[config.mk]
export PLATFORM = sky130hd
export DESIGN_NAME = morph_5x5_flat
export DESIGN_NICKNAME = d
export VERILOG_FILES = /design/src/rtl/morph_pkg.sv /design/src/rtl/morph_5x5_if.sv /design/src/rtl/morph_reduce5.sv /design/src/rtl/morph_5x5.sv /design/src/flat_wrapper.sv
export SDC_FILE = /design/constraint.sdc
export NUM_CORES = 1
export LEC_CHECK = 0
export ABC_CLOCK_PERIOD_IN_PS = 18400
export CAP_MARGIN = 20
export CORE_UTILIZATION = 55
export CTS_CLUSTER_DIAMETER = 50
export DETAILED_ROUTE_END_ITERATION = 6
export PLACE_DENSITY = 0.76
export SLEW_MARGIN = 20
export SYNTH_ARGS = -nofsm -noshare
export SYNTH_HDL_FRONTEND = slang
export SYNTH_SLANG_ARGS = --single-unit
export TNS_END_PERCENT = 5
[constraint.sdc]
create_clock -name vga_clk -period 18.4 [get_ports vga_clk]
set_input_delay 3.68 -clock vga_clk [delete_from_list [all_inputs] [get_ports vga_clk]]
set_output_delay 3.68 -clock vga_clk [all_outputs]
set_load 0.02 [all_outputs]
[src/rtl/morph_pkg.sv]
// Shared constants and helpers for the 5x5 morphological filter.
package morph_pkg;

    localparam int unsigned MODE_ERODE  = 0;
    localparam int unsigned MODE_DILATE = 1;
    localparam int unsigned WIN         = 5;
    localparam int unsigned HALF        = 2;

    // Minimum counter width able to hold values 0..n-1 (at least 1 bit).
    function automatic int unsigned cnt_w(input int unsigned n);
        int unsigned w;
        w = 1;
        while ((32'd1 << w) < n) w = w + 1;
        return w;
    endfunction

endpackage

[src/rtl/morph_5x5_if.sv]
// Pixel-tap input bundle and filtered-pixel output bundle of morph_5x5.
// Optional macro MORPH_FRAME_DONE_EN adds the frame_done strobe.
interface morph_5x5_if #(
    parameter int unsigned DW = 8
);
    logic [DW-1:0] px1;
    logic [DW-1:0] px2;
    logic [DW-1:0] px3;
    logic [DW-1:0] px4;
    logic [DW-1:0] px5;
    logic          px_vld;
    logic [DW-1:0] dout;
    logic          dout_vld;
`ifdef MORPH_FRAME_DONE_EN
    logic          frame_done;

    modport master (output px1, px2, px3, px4, px5, px_vld,
                    input  dout, dout_vld, frame_done);
    modport slave  (input  px1, px2, px3, px4, px5, px_vld,
                    output dout, dout_vld, frame_done);
`else
    modport master (output px1, px2, px3, px4, px5, px_vld,
                    input  dout, dout_vld);
    modport slave  (input  px1, px2, px3, px4, px5, px_vld,
                    output dout, dout_vld);
`endif
endinterface

[src/rtl/morph_reduce5.sv]
// Combinational 5-input unsigned min (erode) or max (dilate) selector.
module morph_reduce5
    import morph_pkg::*;
#(
    parameter int unsigned DW   = 8,
    parameter int unsigned MODE = MODE_ERODE
) (
    input  logic [WIN-1:0][DW-1:0] i_d,
    output logic [DW-1:0]          o_q
);

    // Linear scan keeping the running extreme; ties keep the earlier value.
    always_comb begin
        o_q = i_d[0];
        for (int unsigned i = 1; i < WIN; i++) begin
            if (MODE == MODE_DILATE) begin
                if (i_d[i] > o_q) o_q = i_d[i];
            end else begin
                if (i_d[i] < o_q) o_q = i_d[i];
            end
        end
    end

endmodule

[src/rtl/morph_5x5.sv]
// 5x5 grayscale erosion/dilation behind the 5-tap line buffer.
// Separable: column min/max of the 5 taps, then row min/max over the
// last 5 column results; 3-cycle latency, one output per input.
// Optional macro MORPH_FRAME_DONE_EN adds a frame_done pulse on the
// output tagged (COL-1, ROW-1).
module morph_5x5
    import morph_pkg::*;
#(
    parameter int unsigned   ROW        = 30,
    parameter int unsigned   COL        = 30,
    parameter int unsigned   DW         = 8,
    parameter int unsigned   MODE       = MODE_ERODE,
    parameter logic [DW-1:0] BORDER_VAL = '0
) (
    input logic         vga_clk,
    input logic         rst_n,
    morph_5x5_if.slave  bus
);

    localparam int unsigned    CW       = cnt_w(COL);
    localparam int unsigned    RW       = cnt_w(ROW);
    localparam logic [CW-1:0]  COL_LAST = CW'(COL - 1);
    localparam logic [RW-1:0]  ROW_LAST = RW'(ROW - 1);
    localparam logic [CW-1:0]  X_MIN    = CW'(WIN - 1);
    localparam logic [RW-1:0]  Y_MIN    = RW'(WIN - 1);

    logic [CW-1:0]          r_col_cnt;
    logic [RW-1:0]          r_row_cnt;

    logic [WIN-1:0][DW-1:0] w_col_taps;
    logic [DW-1:0]          w_colres;
    logic [DW-1:0]          w_rowres;

    logic                   r_vld1;
    logic [DW-1:0]          r_colres;
    logic [CW-1:0]          r_x1;
    logic [RW-1:0]          r_y1;

    logic                   r_vld2;
    logic [WIN-1:0][DW-1:0] r_cm;
    logic [CW-1:0]          r_x2;
    logic [RW-1:0]          r_y2;

    logic [DW-1:0]          r_dout;
    logic                   r_dout_vld;
    logic                   r_frame_done;

    // Gather the vertical column of taps, oldest line at index 0.
    always_comb begin
        w_col_taps[0] = bus.px1;
        w_col_taps[1] = bus.px2;
        w_col_taps[2] = bus.px3;
        w_col_taps[3] = bus.px4;
        w_col_taps[4] = bus.px5;
    end

    morph_reduce5 #(.DW(DW), .MODE(MODE)) u_col_reduce (
        .i_d (w_col_taps),
        .o_q (w_colres)
    );

    morph_reduce5 #(.DW(DW), .MODE(MODE)) u_row_reduce (
        .i_d (r_cm),
        .o_q (w_rowres)
    );

    // Input position counters: tag each accepted sample with (x, y).
    always_ff @(posedge vga_clk or negedge rst_n) begin
        if (!rst_n) begin
            r_col_cnt <= '0;
            r_row_cnt <= '0;
        end else if (bus.px_vld) begin
            if (r_col_cnt == COL_LAST) begin
                r_col_cnt <= '0;
                r_row_cnt <= (r_row_cnt == ROW_LAST) ? '0 : r_row_cnt + 1'b1;
            end else begin
                r_col_cnt <= r_col_cnt + 1'b1;
            end
        end
    end

    // Stage 1: register the column reduction with its position tag.
    always_ff @(posedge vga_clk or negedge rst_n) begin
        if (!rst_n) begin
            r_vld1   <= 1'b0;
            r_colres <= '0;
            r_x1     <= '0;
            r_y1     <= '0;
        end else begin
            r_vld1 <= bus.px_vld;
            if (bus.px_vld) begin
                r_colres <= w_colres;
                r_x1     <= r_col_cnt;
                r_y1     <= r_row_cnt;
            end
        end
    end

    // Stage 2: shift column result into the 5-deep window (cm[0] newest).
    always_ff @(posedge vga_clk or negedge rst_n) begin
        if (!rst_n) begin
            r_vld2 <= 1'b0;
            r_cm   <= '0;
            r_x2   <= '0;
            r_y2   <= '0;
        end else begin
            r_vld2 <= r_vld1;
            if (r_vld1) begin
                r_cm <= {r_cm[WIN-2:0], r_colres};
                r_x2 <= r_x1;
                r_y2 <= r_y1;
            end
        end
    end

    // Stage 3: row reduction, border masking hides stale previous-line columns.
    always_ff @(posedge vga_clk or negedge rst_n) begin
        if (!rst_n) begin
            r_dout       <= '0;
            r_dout_vld   <= 1'b0;
            r_frame_done <= 1'b0;
        end else begin
            r_dout_vld   <= r_vld2;
            r_frame_done <= r_vld2 && (r_x2 == COL_LAST) && (r_y2 == ROW_LAST);
            if (r_vld2) begin
                r_dout <= ((r_x2 < X_MIN) || (r_y2 < Y_MIN)) ? BORDER_VAL : w_rowres;
            end
        end
    end

    assign bus.dout     = r_dout;
    assign bus.dout_vld = r_dout_vld;

`ifdef MORPH_FRAME_DONE_EN
    assign bus.frame_done = r_frame_done;
`else
    logic w_unused_fd;
    assign w_unused_fd = r_frame_done;
`endif

endmodule

[src/flat_wrapper.sv]
// flat-port wrapper written by rule: the top's interface ports become plain ports
module morph_5x5_flat import morph_pkg::*;
#(
    parameter int unsigned   ROW        = 30,
    parameter int unsigned   COL        = 30,
    parameter int unsigned   DW         = 8,
    parameter int unsigned   MODE       = MODE_ERODE,
    parameter logic [DW-1:0] BORDER_VAL = '0
)
  (vga_clk, rst_n, bus_px1, bus_px2, bus_px3, bus_px4, bus_px5, bus_px_vld, bus_dout, bus_dout_vld);
  morph_5x5_if #(.DW(DW)) bus_i ();
  input logic vga_clk;
  input logic rst_n;
  input wire logic [$bits(bus_i.px1)-1:0] bus_px1;
  input wire logic [$bits(bus_i.px2)-1:0] bus_px2;
  input wire logic [$bits(bus_i.px3)-1:0] bus_px3;
  input wire logic [$bits(bus_i.px4)-1:0] bus_px4;
  input wire logic [$bits(bus_i.px5)-1:0] bus_px5;
  input wire logic [$bits(bus_i.px_vld)-1:0] bus_px_vld;
  output wire logic [$bits(bus_i.dout)-1:0] bus_dout;
  output wire logic [$bits(bus_i.dout_vld)-1:0] bus_dout_vld;
  assign bus_i.px1 = bus_px1;
  assign bus_i.px2 = bus_px2;
  assign bus_i.px3 = bus_px3;
  assign bus_i.px4 = bus_px4;
  assign bus_i.px5 = bus_px5;
  assign bus_i.px_vld = bus_px_vld;
  assign bus_dout = bus_i.dout;
  assign bus_dout_vld = bus_i.dout_vld;
  morph_5x5 #(.ROW(ROW), .COL(COL), .DW(DW), .MODE(MODE), .BORDER_VAL(BORDER_VAL)) u_core (.vga_clk(vga_clk), .rst_n(rst_n), .bus(bus_i));
endmodule
* After elaboration in Yosys (flattened, before gate mapping) *
Cells that the tools add are included.

operators by class
  add/sub/neg operators = 2
  magnitude comparators = 10
  eq/ne operators = 2
  mux-type cells = 11
  reductions and logical operators = 2

operators by type and width
  operator                                                                       count
  8-bit 2-to-1 mux                                                               9
  8-bit less-than comparator                                                     8
  5-bit by 1-bit adder with 5-bit output (second input constant)                 2
  5-bit equality test (second input constant)                                    2
  5-bit by 3-bit less-than comparator with 1-bit output (second input constant)  2
  5-bit 2-to-1 mux                                                               2
  2-bit AND reduction                                                            1
  1-bit logical OR                                                               1

storage, ports and cells
  register bits = 89
  input bits = 43
  output and inout port bits = 9
  logic and storage cells = 43

* Logic depth before layout (Yosys ltp) *
Gate-level depths: netlist of the first run.

  depth after elaboration = 9
  mapped depth = 33
  gate-level depth less buffers = 32

* Hierarchy *
Synthesis of the first run repeated with hierarchy kept, for this count alone.

unflattened totals
  cells, all modules = 549
  area total of the unflattened synthesis = 5602.9 µm²

by module, submodules not included
  module                                instances  cells an instance  area an instance (µm²)  sequential area each (µm²)
  morph_5x5                             1          222                3198.1                  2026.9
  morph_reduce5 at u_core.u_col_reduce  1          168                1223.7                  0.0
  morph_reduce5 at u_core.u_row_reduce  1          159                1181.1                  0.0

* Least setup slack after synthesis of the first run *
Ideal clock, no wire load.

  kind = input port to flip-flop
  start = input port bus_px1[2]
  end = register u_core.r_colres[4]
  data arrival time = 10.343 ns
  path slack = 7.936 ns
  stages on the path = 31
  buffers on the path = 1
  path through = inv_1 -> ha_1 -> a21o_1 -> a31oi_1 -> o211ai_1 -> a21oi_1 -> mux2i_1 -> ha_1 -> a21o_1 -> a21o_1 -> a21o_1 -> nor3b_1 -> a21oi_1 -> mux2i_1 -> inv_1 -> ha_1 -> a21o_1 -> a21o_1 -> a221o_1 -> a21oi_1 -> mux2i_1 -> ha_1 -> a21o_1 -> a211oi_1 -> nand2_1 -> nor2_1 -> o221a_2 -> nor2_1 -> clkbuf_1 -> o21a_1 -> a22o_1

on the way
  word-level cells in the longest chain between the ends = 8

ends and longest elaborated chain
  item                        line                 RTL
  start, declared             flat_wrapper.sv:14   input wire logic [$bits(bus_i.px1)-1:0] bus_px1;
  8-bit less-than comparator  morph_reduce5.sv:19  if (i_d[i] < o_q) o_q = i_d[i];
  8-bit 2-to-1 mux *          morph_reduce5.sv:19
  8-bit less-than comparator  morph_reduce5.sv:19
  8-bit 2-to-1 mux *          morph_reduce5.sv:19
  8-bit less-than comparator  morph_reduce5.sv:19
  8-bit 2-to-1 mux *          morph_reduce5.sv:19
  8-bit less-than comparator  morph_reduce5.sv:19
  8-bit 2-to-1 mux *          morph_reduce5.sv:19
  end signal, assigned        morph_5x5.sv:92      r_colres <= w_colres;
  end, declared               morph_5x5.sv:35      logic [DW-1:0] r_colres;

Every way passes the cells marked *; elsewhere a longest branch is shown, timed or not.
A chain may end at the register's enable or synchronous reset.

* Final worst setup path of the first run *
  start = input port bus_px1[2]
  end = register u_core.r_colres[6]

The elaborated chain is that of the path after synthesis.

==> results of run 1 <==
[layer usage]
metal  up-vias  share of wire [%]
met5         -                  0
met4         0                1.0
met3        10                2.6
met2        54                 50
met1      1975                 47
li1       2040                  -
[worst max-delay path: cells and delay by family]
family	cells	cell delay [ps]
AO/OA/AOI/OAI	17	4800
buffers and inverters	3	600
multiplexers	3	1040
AND/OR/NAND/NOR	3	470
adder cells (fa/ha/maj)	4	1080
[placed cells by master, fill, tap and decap left out, drive strengths merged, types with 3 or more instances in the layout]
cell / count
a22o: 8
a2111oi: 3
mux2: 50
nand4: 5
o21a: 11
dfrtp: 81
inv: 50
mux2i: 28
a21oi: 19
o21ai: 30
a211oi: 6
o22ai: 3
ha: 58
o221ai: 8
nand2b: 14
nor2: 16
o31ai: 5
o211ai: 6
nor3: 6
a21o: 15
clkbuf: 10
clkdlybuf4s50: 50
nor2b: 3
and3: 5
nand3: 8
o2111ai: 3
nand2: 45
[logic make-up after synthesis]
kind of cell	count (synthesis)	synth area share [%]
compound gates	135	18.7
fa+ha+maj	60	13.7
buf+inv	63	4.47
flops	81	37.1
mux	78	15.9
simple gates	111	10.1
[report_power, final]
| part | total [mW] | internal [mW] | leakage [nW] | switching [mW] |
|---|---|---|---|---|
| sequential | 0.268 | 0.223 | 1.02 | 0.0447 |
| clock | 0.137 | 0.0757 | 0.102 | 0.0618 |
| combinational | 0.485 | 0.231 | 1.84 | 0.254 |
| total | 0.890 | 0.530 | 2.96 | 0.361 |
[state kept, by name (all words and copies together), names as in the netlist]
| signal | flops |
|---|---|
| u_core.r_vld1 | 1 |
| u_core.r_col_cnt | 5 |
| u_core.bus.dout_vld | 1 |
| u_core.r_x2 | 3 |
| u_core.r_vld2 | 1 |
| u_core.r_row_cnt | 5 |
| u_core.r_x1 | 3 |
| u_core.bus.dout | 8 |
| u_core.r_cm | 40 |
| u_core.r_colres | 8 |
| u_core.r_y2 | 3 |
| u_core.r_y1 | 3 |
[through the flow]
step                      area [µm²]  hold WS (ps)  setup WS [ps]  std cells  util [%]
after floorplan                 5460           352           7940        528         -
after global placement          6080           466           7000        696      64.6
after detailed placement        6080           472           6590        696      64.6
after CTS                       6290           490           6960        711      66.8
after global routing            6300           516           6270        711      66.9
final                           6300           486           6950        711      66.9
[worst max path at each step]
stage | startpoint | endpoint | slack (ps) | depth (start not counted)
floorplan | bus_px1[2] | u_core.r_colres[4]$_DFFE_PN0P_ | 7940 | 31
global placement | bus_px1[2] | u_core.r_colres[5]$_DFFE_PN0P_ | 7000 | 31
detailed placement | bus_px1[2] | u_core.r_colres[5]$_DFFE_PN0P_ | 6590 | 29
global route | bus_px1[4] | u_core.r_colres[7]$_DFFE_PN0P_ | 6270 | 29
finish | bus_px1[2] | u_core.r_colres[6]$_DFFE_PN0P_ | 6950 | 30
CTS | bus_px1[2] | u_core.r_colres[6]$_DFFE_PN0P_ | 6960 | 29
[final cells by class]
class	count	area, µm²	area share [%]
Timing Repair Buffer	52	519	8.25
Tap cell	129	161	2.56
Multi-Input combinational cell	384	3190	50.6
Clock buffer	10	128	2.03
Clock inverter	5	81.3	1.29
Sequential cell	81	2030	32.2
Inverter	50	188	2.98
[cells in the mapped netlist, types with 5 or more instances]
master | n | area (µm²)
mux2_4 | 7 | 105
nor3_1 | 6 | 30.0
o21ai_0 | 29 | 145
nand2b_1 | 14 | 87.6
nand4_1 | 5 | 31.3
nand2_1 | 44 | 165
nor2_1 | 16 | 60.1
and3_1 | 5 | 31.3
ha_1 | 58 | 726
o31ai_1 | 5 | 37.5
a21oi_1 | 19 | 95.1
clkbuf_1 | 10 | 37.5
inv_1 | 50 | 188
dfrtp_1 | 81 | 2030
o211ai_1 | 6 | 45.0
nand3_1 | 8 | 40.0
o221ai_2 | 7 | 105
a211oi_1 | 5 | 37.5
mux2_2 | 43 | 484
a22o_1 | 8 | 70.1
a21o_1 | 15 | 113
o21a_1 | 11 | 82.6
mux2i_1 | 28 | 280
==> results.yml, run 1 <==
status:
  outcome: "finished, final reports clean"
hold_path:
  hold_class: "reg -> reg"
  hold_path_end: "u_core.r_colres[0]$_DFFE_PN0P_"
  min_from: "u_core.r_colres[0]$_DFFE_PN0P_"
  holdPathStages: 1
clock_network:
  tritoncts: "yes"
  clk_latency_ps: 350
  cts_hold_buf: 0
  postCtsSetupRepairBufs: 0
  root_buffer: "clkbuf_8"
  cts-htree-levels: 3
  clk_path_buf_depth: 2
  cts_sinks: 81
  cts.clk_slew.worst_paths_ps: 80
  cts_resized: 0
  numCtsBuffers: 9
synthesis:
  ys_types: 58
  yosys_register_bits: 81
  yosys_warnings: 0
  ys_seq_area_share_pct: 37.1
  syn_inst: 528
  syn_nets: 629
  syn_avg_cell_area_um2: 10.3
  async_reset_ff_share_pct: 100
  synth_ff_type: "dfrtp_1"
  synth_edf_count: 0
  synth_area_um2: 5460
critical_path:
  critPathSlowestCell: "a21oi_1"
  crit_path_frequent_cell: "a21oi_1"
  reg2reg_depth: 30
  worst_setup_path_end_kind: "flop"
  slowest_delay_ps: 700
  cp.required_ps: 18640
  critPathArrivalTime_ps: 11690
  regToRegStartpoint: "u_core.r_cm[2]$_DFFE_PN0P_"
  critPathKind: "in -> reg"
  r2r_end: "u_core.bus.dout[3]$_DFFE_PN0P_"
  cp-start-kind: "input pin"
  reg2reg_slack_ps: 10700
  cp_max_fo: 14
die:
  die-width_um: 102
  die_y_um: 102
  start_util_pct: 58.0
  rows: 35
  core-area_um2: 9420
  io_pins: 52
  die_area_um2: 10300
timing:
  tightestPinTransition_ps: 852
  hold_viol: 0
  setup_viol: 0
  skew_ps: 11.9
  setup-tns-final_ps: 0
  min_period_ps: 11450
  slew_headroom_pct: 41.8
  final_max_slew_viol_count: 0
  rsz0062_at_grt: "false"
  min_period_over_period_pct: 62.2
  fmax_mhz: 87.3
grt:
  grt_use_met3_pct: 4.69
  grt.busiest_layer: "met2"
  grt_max_degree: 82
  grt_antenna_before_repair: 0
  grt.total_usage_pct: 23.3
  grt-ovfl-total: 0
  grt_pass1_wl_um: 19100
  met1_usage_pct: 28.5
  grt_pass1_vias: 4270
  grt_use_met2_pct: 41.4
drt:
  wirelength_um: 10800
  drc: 0
  wl_per_cell_um: 15.2
  ant_nets: 0
  vias: 4079
  drt_pass1_iterations: 4
  dr.first_iter.drc_count: 107
  via_per_inst: 5.74
placement:
  gp_congestion: 0.864
  hpwl_um: 8520
  io_buffers: 51
layout:
  final_nets: 679
  final_layout_size_suffix_gt1_share_pct: 13.9
  syn_to_final_growth_pct: 15.3
  fillers: 731
  antenna_cells: 0
power_and_ir_drop:
  p_leak_nw: 2.96
  ir_drop_uv: 73.3
  p_per_area_nw_per_um2: 141
  power.total_uw: 890
run:
  cap_violations: 0
Note: power is estimated with default switching activity, not from simulation.
==> run 2, diff against run 1 <==
- ABC_CLOCK_PERIOD_IN_PS: 18400 -> 9700
- CORE_UTILIZATION: 55 -> 53
- PLACE_DENSITY: 0.76 -> 0.77
- clock period: 18.4 -> 9.7 ns (I/O delays scaled with it)
==> results.yml, run 2 (synthesis results as in run 1) <==
status:
  outcome: "finished, final reports clean"
placement:
  gp_congestion: 0.894
  io_buffers: 51
  post-place-ws_ps: 565
  hpwl_um: 8850
  placed_cells: 703
  placed_area_um2: 6110
timing:
  tightestPinTransition_ps: 1050
  slew_headroom_pct: 27.9
  fin_hold_ws_ps: 491
  final_max_slew_viol_count: 0
  rsz0062_at_grt: "false"
  skew_ps: 14.8
  worst_slack_ps: 830
  min_period_over_period_pct: 91.4
  min_period_ps: 8870
  setup_viol: 0
  fmax_mhz: 113
  hold_viol: 0
  setup-tns-final_ps: 0
clock_network:
  tritoncts: "yes"
  postCtsSetupRepairBufs: 0
  cts_sinks: 81
  cts-htree-levels: 3
  clk_path_buf_depth: 2
  cts_resized: 0
  cts_hold_buf: 0
  clk_latency_ps: 360
  cts.clk_slew.worst_paths_ps: 80
  root_buffer: "clkbuf_8"
  numCtsBuffers: 9
layout:
  antenna_cells: 0
  layout_common_cells: "dfrtp_1 (80), ha_1 (58), inv_1 (50), clkdlybuf4s50_1 (50), nand2_1 (44)"
  syn_to_final_growth_pct: 16.1
  final_common_cell: "dfrtp_1"
  largest_register: "u_core.r_cm"
  design_area_um2: 6340
  largest_register_ff_count: 40
  instances_no_fill: 719
  final_layout_size_suffix_gt1_share_pct: 14.7
  fin_util_pct: 64.2
  seq_area_um2: 2030
  fillers: 790
  final_nets: 682
  multi_input_comb_area_um2: 3190
power_and_ir_drop:
  ir_drop_uv: 156
  p_per_area_nw_per_um2: 272
  p_leak_nw: 2.99
  power.total_mw: 1.72
  power_frac_comb_pct: 54.5
  seq_power_share_pct: 29.4
  clkPwrFrac_pct: 16.1
  intPower_mw: 1.02
  sw_frac_of_total_pct: 41.0
  p_switching_uw: 707
critical_path:
  critPathSlowestCell: "a21oi_1"
  reg2reg_depth: 30
  regToRegStartpoint: "u_core.r_cm[2]$_DFFE_PN0P_"
  cp-start-kind: "input pin"
  cp.required_ps: 9930
  reg2reg_slack_ps: 1970
  worst_setup_path_end_kind: "flop"
  r2r_end: "u_core.bus.dout[4]$_DFFE_PN0P_"
  critPathArrivalTime_ps: 9100
  critPathKind: "in -> reg"
  crit_path_frequent_cell: "a21o_1"
  slowest_delay_ps: 700
  cp_max_fo: 14
drt:
  dr.first_iter.drc_count: 114
  drc: 0
  ant_nets: 0
  wirelength_um: 11400
  vias: 4126
  drt_pass1_iterations: 4
  wl_per_cell_um: 15.8
  via_per_inst: 5.74
die:
  die-width_um: 104
  io_pins: 52
  start_util_pct: 55.4
  core-area_um2: 9860
  rows: 36
  die_area_um2: 10700
  die_y_um: 104
grt:
  grt_pass1_wl_um: 19700
  grt_max_degree: 57
  grt-ovfl-total: 0
  grt_pass1_vias: 4253
  grt_antenna_before_repair: 0
  grt.total_usage_pct: 22.5
run:
  cap_violations: 0
hold_path:
  hold_class: "reg -> reg"
  min_from: "u_core.r_colres[5]$_DFFE_PN0P_"
  holdPathStages: 2
  hold_path_end: "u_core.r_cm[5]$_DFFE_PN0P_"
==> run 2: layer usage <==
metal  track usage [%]  wire length, µm  vias to the layer above
li1                  -                -                     2046
met2              39.5             5620                       70
met5                 0                0                        -
met3              4.22              280                       23
met1              27.1             5210                     1987
met4              8.90              269                        0
==> run 2: how the worst max path moves through the flow <==
stage                     startpoint                              to  slack (ps)  cells past startpoint
after floorplan           bus_px1[2]  u_core.r_colres[4]$_DFFE_PN0P_         980                     31
after global placement    bus_px1[2]  u_core.r_colres[7]$_DFFE_PN0P_         810                     33
after detailed placement  bus_px1[2]  u_core.r_colres[1]$_DFFE_PN0P_         560                     32
after CTS                 bus_px1[2]  u_core.r_colres[1]$_DFFE_PN0P_         920                     32
after global routing      bus_px1[2]  u_core.r_colres[1]$_DFFE_PN0P_         310                     32
final                     bus_px1[2]  u_core.r_colres[1]$_DFFE_PN0P_         830                     32
==> run 2: cell type report <==
| type | instances | area share (%) |
|---|---|---|
| clock inverter | 6 | 1.42 |
| multi-input combinational | 384 | 50.3 |
| inverter | 50 | 2.96 |
| tap | 133 | 2.63 |
| clock buffer | 10 | 2.17 |
| timing repair buffer | 55 | 8.49 |
| sequential | 81 | 32.0 |
==> run 2: power by group through the flow <==
stage	sequential, mW	clock (mW)	combinational (mW)
2_1_floorplan	0.484	0	0.754
3_3_place_gp	0.506	0	0.887
3_5_place_dp	0.512	0	0.929
4_1_cts	0.506	0.285	0.936
5_1_grt	0.521	0.296	1.05
6_report	0.507	0.278	0.939
==> run 2: critical path, delay by kind of cell <==
kind	cells	cell delay, ps
AO/OA/AOI/OAI	17	3360
adder cells (fa/ha/maj)	4	990
buffers and inverters	5	980
multiplexers	3	960
AND/OR/NAND/NOR	3	890
==> run 3, diff against run 2 <==
- CORE_MARGIN: unset -> 3
- GPL_TIMING_DRIVEN: unset -> 0
==> results.yml, run 3 (synthesis results as in run 1) <==
clock_network:
  clk_path_buf_depth: 2
  tritoncts: "yes"
  cts-htree-levels: 3
  cts_sinks: 81
  postCtsSetupRepairBufs: 0
  clk_latency_ps: 350
  numCtsBuffers: 9
  cts_resized: 2
  cts_hold_buf: 0
  root_buffer: "clkbuf_8"
  cts.clk_slew.worst_paths_ps: 90
die:
  io_pins: 52
  rows: 36
  die_area_um2: 11600
  die-width_um: 108
  start_util_pct: 55.1
  core-area_um2: 9910
  die_y_um: 108
timing:
  fmax_mhz: 109
  final_max_slew_viol_count: 0
  worst_slack_ps: 553
  setup-tns-final_ps: 0
  slew_headroom_pct: 33.4
  setup_viol: 0
  min_period_ps: 9150
  min_period_over_period_pct: 94.3
  skew_ps: 10.9
  fin_hold_ws_ps: 452
  hold_viol: 0
  rsz0062_at_grt: "false"
  tightestPinTransition_ps: 974
drt:
  wirelength_um: 11500
  ant_nets: 0
  via_per_inst: 5.79
  wl_per_cell_um: 15.8
  drc: 0
  dr.first_iter.drc_count: 194
  vias: 4220
  drt_pass1_iterations: 4
layout:
  multi_input_comb_area_um2: 3220
  design_area_um2: 6400
  final_layout_size_suffix_gt1_share_pct: 14.4
  fillers: 799
  instances_no_fill: 729
  final_common_cell: "dfrtp_1"
  layout_common_cells: "dfrtp_1 (81), ha_1 (58), inv_1 (50), clkdlybuf4s50_1 (50), nand2_1 (44)"
  antenna_cells: 0
  syn_to_final_growth_pct: 17.2
  fin_util_pct: 64.6
  largest_register_ff_count: 40
  seq_area_um2: 2030
  largest_register: "u_core.r_cm"
  final_nets: 692
critical_path:
  critPathKind: "in -> reg"
  reg2reg_slack_ps: 2030
  critPathSlowestCell: "clkdlybuf4s50_1"
  slowest_delay_ps: 490
  reg2reg_depth: 31
  critPathArrivalTime_ps: 9380
  cp_max_fo: 10
  crit_path_frequent_cell: "a21o_1"
  worst_setup_path_end_kind: "flop"
  critical-path-top-delay-family: "compound AO/OA/AOI/OAI gates"
  cp-start-kind: "input pin"
  r2r_end: "u_core.bus.dout[6]$_DFFE_PN0P_"
  cp.required_ps: 9940
  regToRegStartpoint: "u_core.r_cm[7]$_DFFE_PN0P_"
  path_buf_inv: 4
hold_path:
  hold_path_end: "u_core.r_vld2$_DFF_PN0_"
  hold_class: "reg -> reg"
  holdPathStages: 0
  min_from: "u_core.r_vld1$_DFF_PN0_"
grt:
  grt_pass1_wl_um: 19700
  grt-ovfl-total: 0
  grt_max_degree: 53
  grt_antenna_before_repair: 0
  grt.total_usage_pct: 20.8
  grt_pass1_vias: 4311
run:
  cap_violations: 0
power_and_ir_drop:
  power.total_mw: 1.72
  p_leak_nw: 3.00
  ir_drop_uv: 229
  p_per_area_nw_per_um2: 269
placement:
  gp_congestion: 0.897
  placed_cells: 713
  post-place-ws_ps: -671
  placed_area_um2: 6160
  io_buffers: 51
  hpwl_um: 8970
status:
  outcome: "finished, final reports clean"
## run 3: area by class of cell
class | count | area share (%)
buffer | 13 | 0.880
clock buffer | 10 | 2.15
clock inverter | 6 | 1.17
inverter | 50 | 2.93
multi-input combinational | 384 | 50.2
sequential | 81 | 31.7
tap | 133 | 2.60
timing repair buffer | 52 | 8.37
## run 3: how the worst max path moves through the flow
| stage | startpoint | endpoint | slack (ps) | depth (start not counted) |
|---|---|---|---|---|
| final | bus_px1[4] | u_core.r_colres[4]$_DFFE_PN0P_ | 550 | 31 |
| after global routing | bus_px1[4] | u_core.r_colres[6]$_DFFE_PN0P_ | 30 | 31 |
| after CTS | bus_px1[4] | u_core.r_colres[4]$_DFFE_PN0P_ | 270 | 32 |
| after detailed placement | bus_px1[4] | u_core.r_colres[4]$_DFFE_PN0P_ | -670 | 32 |
| after global placement | bus_px1[4] | u_core.r_colres[4]$_DFFE_PN0P_ | -370 | 32 |
| after floorplan | bus_px1[2] | u_core.r_colres[4]$_DFFE_PN0P_ | 980 | 31 |
## run 3: per-layer routing
layer / share of wire [%] / vias to the layer above / global-route usage [%]
li1: - / 2075 / -
met1: 47 / 2053 / 27.7
met2: 49 / 79 / 35.5
met3: 3.1 / 13 / 3.30
met4: 1.2 / 0 / 4.96
met5: 0 / - / 0
## run 3: worst register-to-register path, delay by kind of cell (launching register included)
family | cells | cell delay, ps
and+or+nand+nor | 11 | 2420
AOI/OAI and AO/OA | 10 | 2320
adders and majority gates | 4 | 1170
muxes | 3 | 1020
DFF | 1 | 370
buffers and inverters | 3 | 290
## run 3: report_power, final
group | switching [mW] | internal (mW) | leakage [nW] | total (mW)
clock network | 0.129 | 0.130 | 0.105 | 0.258
registers | 0.0820 | 0.423 | 1.02 | 0.506
logic | 0.502 | 0.454 | 1.87 | 0.956
